File: src/rtl/cpu_types_pkg.sv
// Shared types for the instruction cache: FSM state enum, frame record and tag helper.
package cpu_types_pkg;

    typedef enum logic {
        IDLE  = 1'b0,
        FETCH = 1'b1
    } icache_state_t;

    // Tag field is sized for the narrowest legal index; smaller tags are zero-extended.
    localparam int ICACHE_TAG_MAX_W = 30;

    typedef struct packed {
        logic                        valid;
        logic [ICACHE_TAG_MAX_W-1:0] tag;
        logic [31:0]                 data;
    } icache_frame_t;

    function automatic logic [ICACHE_TAG_MAX_W-1:0] addr_tag(input logic [31:0] addr,
                                                             input int          idx_w);
        return ICACHE_TAG_MAX_W'(addr >> (idx_w + 2));
    endfunction

endpackage

File: src/rtl/icache_frame_array.sv
// Direct-mapped frame storage: synchronous write, combinational read, bulk valid clear.
module icache_frame_array
    import cpu_types_pkg::*;
#(
    parameter int SETS  = 16,
    parameter int IDX_W = 4
) (
    input  logic             CLK,
    input  logic             RST,
    input  logic             flush_i,
    input  logic             we_i,
    input  logic [IDX_W-1:0] widx_i,
    input  icache_frame_t    wframe_i,
    input  logic [IDX_W-1:0] ridx_i,
    output icache_frame_t    rframe_o
);

    icache_frame_t frames_q [SETS];

    // NOTE: the whole array is cleared on reset so a reset-time read returns zero data,
    // which keeps the frames in flops rather than a RAM macro.
    always_ff @(posedge CLK) begin
        if (RST) begin
            for (int i = 0; i < SETS; i++) begin
                frames_q[i] <= '0;
            end
        end else begin
            if (flush_i) begin
                for (int i = 0; i < SETS; i++) begin
                    frames_q[i].valid <= 1'b0;
                end
            end
            // A fill in the flush cycle arrives with valid=0, so ordering here is harmless.
            if (we_i) begin
                frames_q[widx_i] <= wframe_i;
            end
        end
    end

    assign rframe_o = frames_q[ridx_i];

endmodule

File: src/rtl/icache.sv
// Direct-mapped one-word-per-frame instruction cache with fill bypass.
// Optional hit/miss statistics are built when ICACHE_STATS_EN is defined.
module icache
    import cpu_types_pkg::*;
#(
    parameter int SETS  = 16,
    parameter int IDX_W = 4
) (
    input  logic        CLK,
    input  logic        RST,
    input  logic        imemREN,
    input  logic [31:0] imemaddr,
    output logic        ihit,
    output logic [31:0] imemload,
    input  logic        flush,
    output logic        iREN,
    output logic [31:0] iaddr,
    input  logic        iwait,
    input  logic [31:0] iload,
    output logic [31:0] hit_count,
    output logic [31:0] miss_count
);

    icache_state_t state_q, state_d;
    logic [29:0]   addr_q, addr_d;
    icache_frame_t rframe, wframe;
    logic          lookup_hit;
    logic          fill_we;
    logic          idle_hit, idle_miss;
    logic          unused_addr_lsb;

    assign unused_addr_lsb = ^imemaddr[1:0];

    icache_frame_array #(
        .SETS  (SETS),
        .IDX_W (IDX_W)
    ) u_frames (
        .CLK      (CLK),
        .RST      (RST),
        .flush_i  (flush),
        .we_i     (fill_we),
        .widx_i   (addr_q[IDX_W-1:0]),
        .wframe_i (wframe),
        .ridx_i   (imemaddr[IDX_W+1:2]),
        .rframe_o (rframe)
    );

    assign lookup_hit = rframe.valid && (rframe.tag == addr_tag(imemaddr, IDX_W));

    // NOTE: every output of this block gets a default first, so no path leaves a
    // signal unassigned and no latch can be inferred.
    always_comb begin
        state_d   = state_q;
        addr_d    = addr_q;
        ihit      = 1'b0;
        imemload  = '0;
        iREN      = 1'b0;
        iaddr     = '0;
        fill_we   = 1'b0;
        idle_hit  = 1'b0;
        idle_miss = 1'b0;
        wframe    = '{valid: !flush, tag: addr_tag({addr_q, 2'b00}, IDX_W), data: iload};

        case (state_q)
            IDLE: begin
                if (imemREN) begin
                    if (lookup_hit) begin
                        idle_hit = !flush;
                        ihit     = !flush;
                        imemload = flush ? '0 : rframe.data;
                    end else begin
                        idle_miss = 1'b1;
                        addr_d    = imemaddr[31:2];
                        state_d   = FETCH;
                    end
                end
            end
            FETCH: begin
                iREN  = 1'b1;
                iaddr = {addr_q, 2'b00};
                if (!iwait) begin
                    fill_we = 1'b1;
                    state_d = IDLE;
                    // Bypass only if the datapath still wants the word being filled.
                    if (imemREN && (imemaddr[31:2] == addr_q) && !flush) begin
                        ihit     = 1'b1;
                        imemload = iload;
                    end
                end
            end
            default: state_d = IDLE;
        endcase
    end

    // NOTE: state registers use non-blocking assignments so every flop samples
    // pre-edge values regardless of process ordering.
    always_ff @(posedge CLK) begin
        if (RST) begin
            state_q <= IDLE;
            addr_q  <= '0;
        end else begin
            state_q <= state_d;
            addr_q  <= addr_d;
        end
    end

`ifdef ICACHE_STATS_EN
    logic [31:0] hit_cnt_q, miss_cnt_q;

    always_ff @(posedge CLK) begin
        if (RST) begin
            hit_cnt_q  <= '0;
            miss_cnt_q <= '0;
        end else begin
            if (idle_hit)  hit_cnt_q  <= hit_cnt_q + 32'd1;
            if (idle_miss) miss_cnt_q <= miss_cnt_q + 32'd1;
        end
    end

    assign hit_count  = hit_cnt_q;
    assign miss_count = miss_cnt_q;
`else
    logic unused_stats;
    assign unused_stats = idle_hit ^ idle_miss;
    assign hit_count    = '0;
    assign miss_count   = '0;
`endif

endmodule

File: config.mk
export PLATFORM = sky130hd
export DESIGN_NAME = icache
export DESIGN_NICKNAME = d
export VERILOG_FILES = /design/src/rtl/cpu_types_pkg.sv /design/src/rtl/icache_frame_array.sv /design/src/rtl/icache.sv
export SDC_FILE = /design/constraint.sdc
export NUM_CORES = 1
export LEC_CHECK = 0
export CAP_MARGIN = 20
export CORE_UTILIZATION = 40
export DETAILED_ROUTE_END_ITERATION = 10
export HOLD_SLACK_MARGIN = 0.12
export PLACE_DENSITY = 0.59
export RECOVER_POWER = 50
export SETUP_SLACK_MARGIN = 0.5
export SKIP_LAST_GASP = 1
export SYNTH_ARGS = -nofsm -noshare
export SYNTH_HDL_FRONTEND = slang
export SYNTH_SLANG_ARGS = --single-unit
File: constraint.sdc
create_clock -name CLK -period 4.4 [get_ports CLK]
set_input_delay 0.88 -clock CLK [delete_from_list [all_inputs] [get_ports CLK]]
set_output_delay 0.88 -clock CLK [all_outputs]
set_load 0.02 [all_outputs]
==> reports/results.ini <==
[outcome]
outcome=finished with violations
violations=DRC, capacitance limit, slew limit, setup timing

[route]
wl_per_cell_um=29.5
drt_wl_total_um=145000
dr.pass1.iters=8
drc_errors=26
ant_nets=0
drt_iter0_markers=3405
viasPerCell=5.71
vias=27989

[placement]
post_dp_cell_area_um2=50900
place_congestion=0.840
pre_cts_ws_ns=-1.01
portBuffers=130
dpl.hpwl_um=80000

[yosys]
synth_top_area_cell=edfxtp_1
synth_cells=3108
synth.distinct_cells=57
synth.area.top_cells=edfxtp_1, mux4_2, and2_1
synthFlopType=edfxtp_1
ys_seq_elements=975
synth_top_area_share_pct=61.3
synth_edf_count=944
synthArstFlopShare_pct=0
ys_seq_area_share_pct=62.6
netlist_area_um2=46300
synth_warnings=0
syn_area_per_cell_um2=14.9

[floorplan]
die_y_um=342
initial_core_util_pct=40.4
io_pins=199
rows=124
core_area_um2=115000
die_w_um=342
die_area_um2=117000

[final_layout]
design_area_um2=54500
drive_gt1_share_pct=22.9
antenna_cells=0
finish.utilization_pct=47.6
syn_to_final_growth_pct=17.8
final_net_count=3376

[setup_path]
reg2regPathDepth=8
cp-end-kind=output pin
cp.depth=14
r2r-end=u_frames.frames_q[7][58]
crit_fanout=7
cp-start-kind=input port
crit_path_start=imemaddr[4]
path_cells=bufbuf_16 -> buf_4 -> mux4_2 -> mux2i_4 -> xor2_1 -> buf_4 -> o21ai_1 -> nor4_4 -> buf_4 -> nand4_4 -> buf_12 -> buf_16 -> o21ai_4 -> buf_6
critical-path-slowest-cell=mux4_2
cp_common_cell=buf_4
rr_startpoint=state_q
crit_path_end=imemload[18]
crit_buf_inv=7
required_ns=3.52
crit_family=buffers and inverters
max_stage_delay_ns=0.55
rrSetupSlack_ns=0.51
crit_arrival_ns=3.81
crit_type=input port to output pin

[timing]
slew_viol_final=672
timing.final.ws_setup_ns=-0.288
hold_violations=0
fin_skew_ns=0.0218
min_period_ns=4.69
setup_violations=60
max_freq_mhz=213
period_share_pct=107
whs_ns=0.650
rsz0062_at_grt=yes
worstMarginPinSlew_ns=2.38
maxSlewHeadroom_pct=-58.4

[clocking]
cts_tree=yes
cts.sinks=975
root_buffer=clkbuf_16
ctsHoldBuffers=0
htreeDepth=3
clock_path_buffers=3
clkTransAtPathRegs_ns=0.06
numCtsBuffers=103
worstSkewPairLatency_ns=0.69

[global_route]
grt_pass1_vias=28148
antenna_found_initial=12
grt_pass1_wl_um=205000
grt_use_total_pct=24.6
grt_max_degree=130
overflow=0

[min_path]
hold_path.class=flip-flop to flip-flop

[pwr]
p_per_area_nw_per_um2=388
leakagePower_nw=20.6
fin_total_pwr_mw=21.1
ir_drop_uv=289

[job]
cap_violations=12

==> where the power goes <==
part           switching [mW]  total (mW)  internal [mW]
combinational            1.22        2.01          0.785
clock                    3.63        8.55           4.92
sequential              0.100        10.6           10.5
total                    4.96        21.1           16.2
==> area by class of cell <==
cell class	count	area, µm²
Sequential cell	975	29000
Timing Repair Buffer	404	4200
Multi-Input combinational cell	1789	16000
Tap cell	1512	1890
Clock inverter	60	532
Clock buffer	128	2730
Inverter	34	128
Fill cell	9823	60000
==> registers in the layout (all words and copies together), names as in the netlist <==
signal             cells
u_frames.frames_q    944
addr_q                30
state_q                1
==> worst min-delay path, cell delays in order, from the launching register on <==
cell and delay, ns:
dfxtp_1 0.42, nand2b_1 0.12, mux2i_1 0.06
==> cells in the mapped netlist, types with 4 or more instances <==
master / number
a21oi_1: 7
a221oi_1: 11
a22o_1: 9
a22oi_1: 23
and2_1: 792
and3_1: 177
buf_1: 9
buf_2: 30
buf_4: 74
buf_6: 17
clkbuf_1: 241
dfxtp_1: 31
edfxtp_1: 944
inv_1: 34
mux2i_1: 116
mux4_2: 236
nand2_1: 45
nand2b_1: 68
nand3_1: 4
nor2_1: 21
nor2b_1: 8
nor3_1: 21
nor4_1: 10
o21ai_1: 4
o21ai_2: 29
o22ai_1: 4
or2_2: 18
or3_1: 16
xnor2_1: 30
xor2_1: 37
==> kinds of logic (layout without fill, tap and decap cells) <==
| group | count (synthesis) | after routing | synth area share [%] |
|---|---|---|---|
| multiplexers | 358 | 358 | 14.1 |
| XOR/XNOR | 67 | 67 | 1.27 |
| buffers and inverters | 409 | 626 | 4.34 |
| AND/OR/NAND/NOR | 1193 | 1193 | 15.8 |
| AO/OA/AOI/OAI | 105 | 105 | 1.80 |
| other | 1 | 66 | 0.00811 |
| flip-flops | 975 | 975 | 62.6 |
==> layout by cell type, fill, tap and decap left out, drive strengths merged, types with 4 or more instances in the layout <==
cell type,instances
edfxtp,944
and2,792
buf,284
mux4,236
and3,177
clkbuf,153
mux2i,116
clkdlybuf4s50,91
nand2b,68
conb,66
clkinv,46
nand2,45
xor2,37
inv,37
o21ai,36
dfxtp,31
xnor2,30
a22oi,23
nor3,21
nor2,21
or2,19
or3,16
nor4,13
a221oi,11
a22o,9
bufinv,9
nor2b,8
a21oi,7
mux2,6
o22ai,4
nand3,4
nand4,4
==> routing by layer <==
layer	vias to the layer above	wire length, µm	GRT usage, %
li1	11644	-	-
met1	14608	59400	34.7
met2	1487	68200	39.6
met3	248	12700	3.67
met4	2	4230	6.81
met5	-	13	0
==> metrics by stage <==
step	std cells	TNS (ns)
after global placement	4691	-31.26
after detailed placement	4691	-31.14
final	4902	-8.33
after CTS	4902	-6.67
after global routing	4902	-10.98
after floorplan	3173	0
==> worst min-delay path by stage <==
stage                    start         end  slack [ns]  depth (start not counted)
finish               addr_q[0]   addr_q[0]        0.65                          2
global route         addr_q[0]   addr_q[0]        0.69                          2
CTS                  addr_q[0]   addr_q[0]        0.67                          2
detailed placement   addr_q[0]   addr_q[0]        0.66                          2
global placement    addr_q[19]  addr_q[19]        0.65                          3
floorplan            addr_q[0]   addr_q[0]        0.62                          3
==> repair_timing <==
action / CTS / global route
endpoints found under the hold margin: 0 / 0
pin swaps: 9 / 6
setup buffers: 16 / 0
cloned: 7 / 0
gates resized for setup: 238 / 10
setup endpoints to repair: 33 / 33
(Power assumes the default switching activity.)
